### src/rtl/fll_trim_ctrl_if.sv
// fll_trim_ctrl_if: control, feedback and trim bundle of the FLL controller.
// master: enable/div/dco/ext_trim/fb_count/fb_valid out; trim/locked/fb_lost in.
interface fll_trim_ctrl_if #(
  parameter int TRIM_W = 26,
  parameter int DIV_W  = 5,
  parameter int CNT_W  = 8
);
  logic              enable;
  logic [DIV_W-1:0]  div;
  logic              dco;
  logic [TRIM_W-1:0] ext_trim;
  logic [CNT_W-1:0]  fb_count;
  logic              fb_valid;
  logic [TRIM_W-1:0] trim;
  logic              locked;
  logic              fb_lost;

  modport master (
    output enable, div, dco, ext_trim, fb_count, fb_valid,
    input  trim, locked, fb_lost
  );

  modport slave (
    input  enable, div, dco, ext_trim, fb_count, fb_valid,
    output trim, locked, fb_lost
  );
endinterface

### src/rtl/fll_trim_ctrl.sv
// fll_trim_ctrl: FLL frequency-lock controller, thermometer DCO trim.
// osc/reset (sync, active-high) plus slave bus: trim, locked, fb_lost out.
module fll_trim_ctrl #(
  parameter int TRIM_W      = 26,
  parameter int DIV_W       = 5,
  parameter int CNT_W       = 8,
  parameter int COARSE_THR  = 4,
  parameter int COARSE_STEP = 4,
  parameter int LOCK_TOL    = 1,
  parameter int LOCK_CNT    = 4,
  parameter int TIMEOUT     = 1024
) (
  input  logic           osc,
  input  logic           reset,
  fll_trim_ctrl_if.slave bus
);
  localparam int CODE_W  = $clog2(TRIM_W + 1);
  localparam int CODE_W1 = CODE_W + 1;
  localparam int ERR_W   = ((CNT_W > DIV_W) ? CNT_W : DIV_W) + 1;
  localparam int WIN_W   = $clog2(LOCK_CNT + 1);
  localparam int TO_W    = (TIMEOUT > 2) ? $clog2(TIMEOUT) : 1;

  localparam logic [1:0] IDLE    = 2'd0;
  localparam logic [1:0] MANUAL  = 2'd1;
  localparam logic [1:0] ACQUIRE = 2'd2;
  localparam logic [1:0] LOCKED  = 2'd3;

  localparam logic [CODE_W-1:0] MID    = CODE_W'(TRIM_W / 2);
  localparam logic [CODE_W-1:0] CSTEP  = CODE_W'(COARSE_STEP);
  localparam logic [CODE_W:0]   TOP    = CODE_W1'(TRIM_W);
  localparam logic [ERR_W-1:0]  THR    = ERR_W'(COARSE_THR);
  localparam logic [ERR_W-1:0]  TOL    = ERR_W'(LOCK_TOL);
  localparam logic [ERR_W-1:0]  TOL2   = ERR_W'(2 * LOCK_TOL);
  localparam logic [WIN_W-1:0]  WIN_LAST = WIN_W'(LOCK_CNT - 1);
  localparam logic [TO_W-1:0]   TO_MAX = TO_W'(TIMEOUT - 1);

  function automatic logic [TRIM_W-1:0] therm(
    input logic [CODE_W-1:0] c
  );
    logic [TRIM_W-1:0] t;
    for (int i = 0; i < TRIM_W; i++) t[i] = (i < int'(c));
    return t;
  endfunction

  logic [1:0]        state, state_n;
  logic [CODE_W-1:0] code, code_n;
  logic [WIN_W-1:0]  win_cnt, win_n;
  logic [TO_W-1:0]   to_cnt, to_n;
  logic              locked_q, locked_n;
  logic              lost_q, lost_n;
  logic [TRIM_W-1:0] trim_q, trim_n;

  logic [ERR_W-1:0]  err, err_mag;
  logic [CODE_W-1:0] step, inc_code, dec_code;
  logic [CODE_W:0]   sum;
  logic              hit;

  // err is two's complement; its MSB is the sign
  assign err     = ERR_W'(bus.fb_count) - ERR_W'(bus.div);
  assign err_mag = err[ERR_W-1] ? -err : err;
  assign step    = (state == ACQUIRE && err_mag > THR) ? CSTEP
                                                       : CODE_W'(1);
  assign sum      = {1'b0, code} + {1'b0, step};
  assign inc_code = (sum > TOP) ? TOP[CODE_W-1:0] : sum[CODE_W-1:0];
  assign dec_code = (code < step) ? '0 : code - step;
  // div=0 has no meaningful target, so strobes are dropped
  assign hit = bus.fb_valid && (bus.div != '0);

  always_comb begin
    state_n  = state;
    code_n   = code;
    win_n    = win_cnt;
    to_n     = to_cnt;
    locked_n = locked_q;
    lost_n   = lost_q;
    if (!bus.enable) begin
      state_n  = IDLE;
      code_n   = MID;
      win_n    = '0;
      to_n     = '0;
      locked_n = 1'b0;
      lost_n   = 1'b0;
    end else begin
      unique case (state)
        IDLE: state_n = bus.dco ? MANUAL : ACQUIRE;
        MANUAL: begin
          if (!bus.dco) begin
            state_n = ACQUIRE;
            win_n   = '0;
            to_n    = '0;
          end
        end
        default: begin
          if (bus.dco) begin
            state_n  = MANUAL;
            locked_n = 1'b0;
          end else if (hit) begin
            to_n   = '0;
            lost_n = 1'b0;
            if (err[ERR_W-1])   code_n = inc_code;
            else if (err != '0) code_n = dec_code;
            if (state == ACQUIRE) begin
              if (err_mag <= TOL) begin
                if (win_cnt == WIN_LAST) begin
                  state_n  = LOCKED;
                  locked_n = 1'b1;
                  win_n    = '0;
                end else begin
                  win_n = win_cnt + WIN_W'(1);
                end
              end else begin
                win_n = '0;
              end
            end else if (err_mag > TOL2) begin
              state_n  = ACQUIRE;
              locked_n = 1'b0;
              win_n    = '0;
            end
          end else begin
            if (bus.div == '0) begin
              state_n  = ACQUIRE;
              locked_n = 1'b0;
            end
            if (to_cnt == TO_MAX) begin
              state_n  = ACQUIRE;
              lost_n   = 1'b1;
              locked_n = 1'b0;
              win_n    = '0;
              to_n     = '0;
            end else begin
              to_n = to_cnt + TO_W'(1);
            end
          end
        end
      endcase
    end
    trim_n = (state_n == MANUAL) ? bus.ext_trim : therm(code_n);
  end

  always_ff @(posedge osc) begin
    if (reset) begin
      state    <= IDLE;
      code     <= MID;
      win_cnt  <= '0;
      to_cnt   <= '0;
      locked_q <= 1'b0;
      lost_q   <= 1'b0;
      trim_q   <= therm(MID);
    end else begin
      state    <= state_n;
      code     <= code_n;
      win_cnt  <= win_n;
      to_cnt   <= to_n;
      locked_q <= locked_n;
      lost_q   <= lost_n;
      trim_q   <= trim_n;
    end
  end

  assign bus.trim    = trim_q;
  assign bus.locked  = locked_q;
  assign bus.fb_lost = lost_q;
endmodule

### src/flat_wrapper.sv
// flat-port wrapper written by rule: the top's interface ports become plain ports
module fll_trim_ctrl_flat 
#(
  parameter int TRIM_W      = 26,
  parameter int DIV_W       = 5,
  parameter int CNT_W       = 8,
  parameter int COARSE_THR  = 4,
  parameter int COARSE_STEP = 4,
  parameter int LOCK_TOL    = 1,
  parameter int LOCK_CNT    = 4,
  parameter int TIMEOUT     = 1024
)
  (osc, reset, bus_enable, bus_div, bus_dco, bus_ext_trim, bus_fb_count, bus_fb_valid, bus_trim, bus_locked, bus_fb_lost);
  fll_trim_ctrl_if #(.TRIM_W(TRIM_W), .DIV_W(DIV_W), .CNT_W(CNT_W)) bus_i ();
  input  logic osc;
  input  logic reset;
  input wire logic [$bits(bus_i.enable)-1:0] bus_enable;
  input wire logic [$bits(bus_i.div)-1:0] bus_div;
  input wire logic [$bits(bus_i.dco)-1:0] bus_dco;
  input wire logic [$bits(bus_i.ext_trim)-1:0] bus_ext_trim;
  input wire logic [$bits(bus_i.fb_count)-1:0] bus_fb_count;
  input wire logic [$bits(bus_i.fb_valid)-1:0] bus_fb_valid;
  output wire logic [$bits(bus_i.trim)-1:0] bus_trim;
  output wire logic [$bits(bus_i.locked)-1:0] bus_locked;
  output wire logic [$bits(bus_i.fb_lost)-1:0] bus_fb_lost;
  assign bus_i.enable = bus_enable;
  assign bus_i.div = bus_div;
  assign bus_i.dco = bus_dco;
  assign bus_i.ext_trim = bus_ext_trim;
  assign bus_i.fb_count = bus_fb_count;
  assign bus_i.fb_valid = bus_fb_valid;
  assign bus_trim = bus_i.trim;
  assign bus_locked = bus_i.locked;
  assign bus_fb_lost = bus_i.fb_lost;
  fll_trim_ctrl #(.TRIM_W(TRIM_W), .DIV_W(DIV_W), .CNT_W(CNT_W), .COARSE_THR(COARSE_THR), .COARSE_STEP(COARSE_STEP), .LOCK_TOL(LOCK_TOL), .LOCK_CNT(LOCK_CNT), .TIMEOUT(TIMEOUT)) u_core (.osc(osc), .reset(reset), .bus(bus_i));
endmodule
### config.mk
export PLATFORM = sky130hd
export DESIGN_NAME = fll_trim_ctrl_flat
export DESIGN_NICKNAME = d
export VERILOG_FILES = /design/src/rtl/fll_trim_ctrl_if.sv /design/src/rtl/fll_trim_ctrl.sv /design/src/flat_wrapper.sv
export SDC_FILE = /design/constraint.sdc
export NUM_CORES = 1
export LEC_CHECK = 0
export ABC_AREA = 1
export BUFFER_PORTS_ARGS = -buffer_cell sky130_fd_sc_hd__buf_2
export CORE_ASPECT_RATIO = 0.7
export CORE_MARGIN = 3
export CORE_UTILIZATION = 55
export CTS_BUF_LIST = sky130_fd_sc_hd__clkbuf_8
export DETAILED_ROUTE_END_ITERATION = 6
export PLACE_DENSITY_LB_ADDON = 0.1
export SETUP_SLACK_MARGIN = 0.15
export SLEW_MARGIN = 0
export SYNTH_ARGS = -nofsm -noshare
export SYNTH_HDL_FRONTEND = slang
export SYNTH_SLANG_ARGS = --single-unit
### constraint.sdc
create_clock -name osc -period 5 [get_ports osc]
set_clock_uncertainty 0.05 [all_clocks]
set_input_delay 0.5 -clock osc [delete_from_list [all_inputs] [get_ports osc]]
set_output_delay 0.5 -clock osc [all_outputs]
set_load 0.05 [all_outputs]
# Word level (Yosys, flattened, before mapping)
# Cells that the tools add are included.
# Widths: inputs -> output; s select.
[classes] muxes=47 div_mod_pow=0 addsub=6 n_lt_le_gt_ge=31 mul=0 n_eq_ne=9 n_bitwise=4 reduce_logical=15 shifts=0
[ops] op="$lt 5x5->1 const A" n=10
[ops] op="$lt 4x5->1 const A" n=8
[ops] op="$mux 10" n=4
[ops] op="$mux 5" n=8
[ops] op="$mux 3" n=9
[ops] op="$mux 26" n=1
[ops] op="$mux 2" n=11
[ops] op="$lt 3x5->1 const A" n=4
[ops] op="$pmux 10 s2" n=1
[ops] op="$ne 4x4->1 const B" n=4
[ops] op="$add 10x1->10 const B" n=1
[ops] op="$eq 10x10->1 const B" n=1
[ops] op="$lt 1x5->1 const A" n=2
[ops] op="$lt 2x5->1 const A" n=2
[ops] op="$mux 1" n=10
[ops] op="$gt 9x2->1 const B" n=1
[ops] op="$gt 9x3->1 const B" n=1
[ops] op="$le 9x1->1 const B" n=1
[ops] op="$mux 9" n=1
[ops] op="$neg 9->9" n=1
[ops] op="$reduce_bool 9->1" n=1
[ops] op="$sub 8x5->9" n=1
[ops] op="$add 5x5->6" n=1
[ops] op="$gt 6x5->1 const B" n=1
[ops] op="21 further kinds" n=27
[totals] ff_bits=48 ram_bits=0 mem_bits_ro=0 out_inout_bits=28 latch_bits=0 elab_cells=119 n_memories=0 input_bits=44

# Depth between registers and ports, before layout
[depth] word_depth=16 mapped_depth=34 mapped_depth_nobuf=34

# Worst setup path before layout
# OpenSTA, ideal clock, no wires.
[synth_path] path_type="input-to-reg" startpoint="input port bus_fb_count[0]" endpoint="register u_core.trim_q[4], in the netlist u_core.bus.trim[4]" t_arrival_ns=3.901 path_stages=31 setup_time_ns=0.134 path_buffers=0 path_slack_ns=0.915 required_ns=4.816 path_cell_list="inv_1 > ha_1 > inv_1 > fa_1 > inv_1 > ha_1 > inv_1 > nor2_2 > nand2_1 > nand2_1 > xnor2_1 > nand2_1 > inv_1 > a31oi_1 > inv_1 > ha_1 > inv_2 > nand3_1 > nand2_1 > xor2_1 > inv_1 > nand2_1 > nand3_1 > a21oi_1 > nand2_1 > nand2_1 > inv_2 > nor3_1 > nand2_1 > nand2_1 > nand3_1"
[synth_between] elab_chain_cells=16 elab_cells_between_ends=31 classes_between="4 x add/sub; 6 x order compare; 1 x eq/ne; 18 x mux; 2 x reduce/logical"
[synth_lines] item="start, declared" line_no="flat_wrapper.sv:21" text="input wire logic [$bits(bus_i.fb_count)-1:0] bus_fb_count;"
[synth_lines] item="$sub 8x5->9 (*)" line_no="fll_trim_ctrl.sv:59" text="assign err = ERR_W'(bus.fb_count) - ERR_W'(bus.div);"
[synth_lines] item="$neg 9->9" line_no="fll_trim_ctrl.sv:60" text="assign err_mag = err[ERR_W-1] ? -err : err;"
[synth_lines] item="$mux 9" line_no="fll_trim_ctrl.sv:60"
[synth_lines] item="$gt 9x3->1" line_no="fll_trim_ctrl.sv:61" text="assign step = (state == ACQUIRE && err_mag > THR) ? CSTEP"
[synth_lines] item="$logic_and 1x1->1" line_no="fll_trim_ctrl.sv:61"
[synth_lines] item="$mux 3" line_no="fll_trim_ctrl.sv:61"
[synth_lines] item="$add 5x5->6, or another cell as far along" line_no="fll_trim_ctrl.sv:63" text="assign sum = {1'b0, code} + {1'b0, step};"
[synth_lines] item="$gt 6x5->1 / $mux 5 (equally long branches)" line_no="fll_trim_ctrl.sv:64, fll_trim_ctrl.sv:65"
[synth_lines] item="$mux 5, on equally long branches" line_no="fll_trim_ctrl.sv:64, fll_trim_ctrl.sv:101"
[synth_lines] item="$mux 5" line_no="fll_trim_ctrl.sv:100" text="if (err[ERR_W-1]) code_n = inc_code;"
[synth_lines] item="$mux 5" line_no="fll_trim_ctrl.sv:97" text="end else if (hit) begin"
[synth_lines] item="$mux 5" line_no="fll_trim_ctrl.sv:94" text="if (bus.dco) begin"
[synth_lines] item="$mux 5" line_no="fll_trim_ctrl.sv:84" text="unique case (state)"
[synth_lines] item="$mux 5" line_no="fll_trim_ctrl.sv:76" text="if (!bus.enable) begin"
[synth_lines] item="$lt 3x5->1" line_no="fll_trim_ctrl.sv:41" text="for (int i = 0; i < TRIM_W; i++) t[i] = (i < int'(c));"
[synth_lines] item="$mux 26 (*)" line_no="fll_trim_ctrl.sv:137" text="trim_n = (state_n == MANUAL) ? bus.ext_trim : therm(code_n);"
[synth_lines] item="end signal, assigned" line_no="fll_trim_ctrl.sv:148" text="trim_q <= therm(MID);"
[synth_lines] item="end signal, assigned" line_no="fll_trim_ctrl.sv:156" text="trim_q <= trim_n;"
[synth_lines] item="end, declared" line_no="fll_trim_ctrl.sv:51" text="logic [TRIM_W-1:0] trim_q, trim_n;"
# Every way passes the cells marked *; elsewhere a longest branch is shown, timed or not.
# A chain may end at the register's enable or synchronous reset.

# Worst setup path in the final report
[layout_path] startpoint="input port bus_fb_count[0]" endpoint="register u_core.trim_q[24], in the netlist u_core.bus.trim[24]"
[layout_between] elab_chain_cells=16 elab_cells_between_ends=31 classes_between="4 x add/sub; 6 x order compare; 1 x eq/ne; 18 x mux; 2 x reduce/logical"
[layout_lines] item="$sub 8x5->9 (*)" line_no="fll_trim_ctrl.sv:59"
[layout_lines] item="$neg 9->9" line_no="fll_trim_ctrl.sv:60"
[layout_lines] item="$mux 9" line_no="fll_trim_ctrl.sv:60"
[layout_lines] item="$gt 9x3->1" line_no="fll_trim_ctrl.sv:61"
[layout_lines] item="$logic_and 1x1->1" line_no="fll_trim_ctrl.sv:61"
[layout_lines] item="$mux 3" line_no="fll_trim_ctrl.sv:61"
[layout_lines] item="$add 5x5->6, or another cell as far along" line_no="fll_trim_ctrl.sv:63"
[layout_lines] item="$gt 6x5->1 / $mux 5 (equally long branches)" line_no="fll_trim_ctrl.sv:64, fll_trim_ctrl.sv:65"
[layout_lines] item="$mux 5, on equally long branches" line_no="fll_trim_ctrl.sv:64, fll_trim_ctrl.sv:101"
[layout_lines] item="$mux 5" line_no="fll_trim_ctrl.sv:100"
[layout_lines] item="$mux 5" line_no="fll_trim_ctrl.sv:97"
[layout_lines] item="$mux 5" line_no="fll_trim_ctrl.sv:94"
[layout_lines] item="$mux 5" line_no="fll_trim_ctrl.sv:84"
[layout_lines] item="$mux 5" line_no="fll_trim_ctrl.sv:76"
[layout_lines] item="$lt 5x5->1" line_no="fll_trim_ctrl.sv:41"
[layout_lines] item="$mux 26 (*)" line_no="fll_trim_ctrl.sv:137"
# Marked as above.

==> out/summary.md <==
- 137 x sky130_fd_sc_hd__nand2_1, 65 x sky130_fd_sc_hd__inv_1, 48 x sky130_fd_sc_hd__dfxtp_1, 47 x sky130_fd_sc_hd__nor2_1, 40 x sky130_fd_sc_hd__nand3_1 — top cells by count, synth
- 3089 — number of global-route vias before repair
- 15.55% — Area growth syn-to-layout
- 960.9 um2 — footprint of the flip-flops and latches
- 23.42% — global-route total usage across every layer
- 635 — Placed Cells incl. Taps
- 30 — pin count of the biggest net entering global routing
- 499 — cell count after synthesis
- sky130_fd_sc_hd__clkbuf_8 — cell at the root of the clock tree
- sky130_fd_sc_hd__nand2_1 — most used standard cell by instance count after synthesis
- 3345 — vias
- 37.95% — normalized max-slew margin
- 7055 um2 — Die Area
- in -> reg — worst setup path category
- 0 — number of inserted diodes
- 0 — grt total ovfl
- 2058 um2 — Multi-input gate area
- 13770 um — first-pass GRT wire length
- 0 — Max Cap Viol
- sky130_fd_sc_hd__dfxtp_1 — cell type with the largest total area after synthesis
- sky130_fd_sc_hd__dfxtp_1 29%, sky130_fd_sc_hd__nand2_1 15%, sky130_fd_sc_hd__inv_1 7.3% — cells taking the most area after synthesis
- 0 — Pins Over Slew Limit
- 71 — quantity of I/O buffers inserted on ports
- 0.0001266 V — worst voltage drop across the vdd grid
- 4 — Pre-Repair DR Iteration Count
- 3338 um2 — post-synthesis instance area
- register — endpoint class of the critical path
- 0 — post-route DRC violation count
- sky130_fd_sc_hd__nand2_1 — cell mode on critical path
- 28.79% — fraction of the yosys area taken by sequential cells
- 0 — count of warnings emitted by yosys
- 12.41 um — routed length per instance
- 5 — top fanout value on the critical path
- 0.30 ns — clock latency of the later-clocked register in the worst-skew pair
- 643 — non-filler cells, final
- 0 — final antenna-violating net count
- 7977 um — Total Routed Length
- 1.934 nW — total leakage power
- 87.87% — Final period util
- 0 — final hold violation count
- 22.01% — share of final-layout standard cells stronger than drive strength 1
- 57.71% — Starting Density
- 2 — H-Tree Level Count
- 0 — CTS hold repair buffers
- 4.55 ns — Arr. time, crit path
- 0 — Setup-failing EPs final
- finished, final reports clean — outcome
- 5.15 ns — Data required, critical path
- 0.8915 — final estimated routing congestion in global placement
- 176 — initial DRC count
- 0.08 ns — Reg clk slew, reported paths
- 23 — count of standard-cell rows
- 0% — share of synthesized registers carrying an async set or reset
- 48 — total number of clock tree sinks
- 71.18 um — Die Y
- 28.79% — area share of the largest cell type after synthesis
- 5784 um2 — total core area
- 559 — number of nets produced by synthesis
- primary input — CP startpoint kind
- 0 — number of antenna violations at the first check in global routing
- 0.9297 ns — transition time at the pin with the least slew margin
- 46 — number of unique standard cell types used by synthesis
- 6.690 um2 — average cell area after synthesis
- 6350 um — half-perimeter wire length after placement
- in -> reg — class of the tightest hold or removal check
- no — setup repair after global routing missed its margin
- 512 — final-layout fill cell count
- 72 — total I/O pin count
- 5.202 — DR vias/cell
- 0 — number of flops mapped to enable cells by yosys
- sky130_fd_sc_hd__fa_1 — CP max stage cell
- 0.0008724 W — total design power
- 627 — Layout Nets
- 4.394 ns — final critical path time including I/O delays and setup
- 0 — setup bufs post-CTS
- 2 — Clock Path Buffers
- 0.45 ns — Slowest Stage Delay on Critical Path
- sky130_fd_sc_hd__dfxtp_1 — most instantiated flip-flop cell in the synthesis netlist
- 0 ns — setup TNS after final layout
- 99.12 um — Die W
- yes — CTS tree
- 48 — Seq cells post-synth
- 0.2276 GHz — f_max
- 5 — number of buffers created by CTS
- 226.2 nW/um2 — power density over the cells
[report_power, final]
part / leakage, nW / total, W / switching [W] / internal, W
Combinational: 1.48 / 0.000203 / 0.000139 / 0.0000640
Sequential: 0.390 / 0.000394 / 0.00000325 / 0.000391
Clock: 0.0593 / 0.000276 / 0.000129 / 0.000146
Total: 1.93 / 0.000872 / 0.000271 / 0.000601
[final timing paths]
kind                                        start                               to  slack, ns  cells after the start
setup / recovery                  bus_fb_count[0]   u_core.bus.trim[24]$_SDFF_PP0_       0.61                     30
hold / removal                    bus_ext_trim[3]    u_core.bus.trim[3]$_SDFF_PP1_       0.36                      3
setup reg to reg       u_core.state[1]$_SDFF_PP0_   u_core.bus.trim[13]$_SDFF_PP0_       1.82                     19
hold reg to reg   u_core.bus.fb_lost$_SDFFE_PP0P_  u_core.bus.fb_lost$_SDFFE_PP0P_       0.43                      2
[routing by layer]
layer / up-vias / global-route usage [%] / part of all wire (%)
met5: - / 0 / 0
met4: 0 / 5.909 / 0.79
met3: 7 / 4.729 / 6.5
met2: 96 / 37.35 / 45
met1: 1498 / 32.61 / 47
li1: 1744 / - / -
[cell usage in the layout (no fill, tap or decap), types with 2 or more instances in the layout]
cell type,n
sky130_fd_sc_hd__a21oi_2,4
sky130_fd_sc_hd__nor2_4,2
sky130_fd_sc_hd__nand4_1,13
sky130_fd_sc_hd__dfxtp_1,48
sky130_fd_sc_hd__buf_2,71
sky130_fd_sc_hd__xnor2_1,4
sky130_fd_sc_hd__nor4_1,3
sky130_fd_sc_hd__ha_1,15
sky130_fd_sc_hd__a31oi_1,3
sky130_fd_sc_hd__o21ai_1,8
sky130_fd_sc_hd__inv_2,9
sky130_fd_sc_hd__nor2_8,3
sky130_fd_sc_hd__nor2_1,47
sky130_fd_sc_hd__xor2_1,9
sky130_fd_sc_hd__nand3_1,40
sky130_fd_sc_hd__nand2_1,137
sky130_fd_sc_hd__nand3_2,4
sky130_fd_sc_hd__nand2_4,4
sky130_fd_sc_hd__nand3b_1,2
sky130_fd_sc_hd__inv_1,66
sky130_fd_sc_hd__nor3_2,2
sky130_fd_sc_hd__a21oi_1,26
sky130_fd_sc_hd__o21ai_0,6
sky130_fd_sc_hd__clkbuf_8,5
sky130_fd_sc_hd__nand2_2,6
sky130_fd_sc_hd__nor3_1,6
sky130_fd_sc_hd__nand3_4,3
sky130_fd_sc_hd__nor2_2,2
[registers in the layout (all words and copies together) (netlist names)]
signal	flops
u_core.bus.locked	1
u_core.to_cnt	10
u_core.bus.trim	26
u_core.bus.fb_lost	1
u_core.code	5
u_core.state	2
u_core.win_cnt	3
[per-stage QoR]
step	area (um2)	setup WS, ns	util, %	hold slack (ns)
floorplan	3338	0.9151	-	0.3962
detailed placement	3734	0.1965	64.55	0.4093
CTS	3841	0.5090	66.41	0.3512
global route	3857	0.1207	66.69	0.3630
finish	3857	0.6064	66.69	0.3595
global placement	3734	0.3256	64.55	0.4025
[cells by family after synthesis]
family / share of synthesized area (%)
compound gates: 10.38
xor+xnor: 3.898
fa+ha+maj: 6.222
buf+inv: 10.04
flops: 28.79
simple gates: 40.67
[cell type report]
class / instances / share of cell area (%)
clock buffer: 5 / 1.784
timing repair buffer: 71 / 9.212
tap: 75 / 2.433
sequential: 48 / 24.91
clock inverter: 3 / 1.006
inverter: 75 / 7.298
multi-input combinational: 366 / 53.36
[critical path: cells and delay by family]
family	cells	cell delay, ns
adders and majority gates	3	0.87
AOI/OAI and AO/OA	3	0.32
buffers and inverters	7	0.56
xor gates and xnor gates	2	0.38
and+or+nand+nor	15	1.93
[timing repair]
action	CTS	global route
endpoints found under the hold margin	0	0
endpoints found under the setup margin	0	9
gates resized for setup	0	3
No activity file was read; power rests on OpenSTA's default activity.
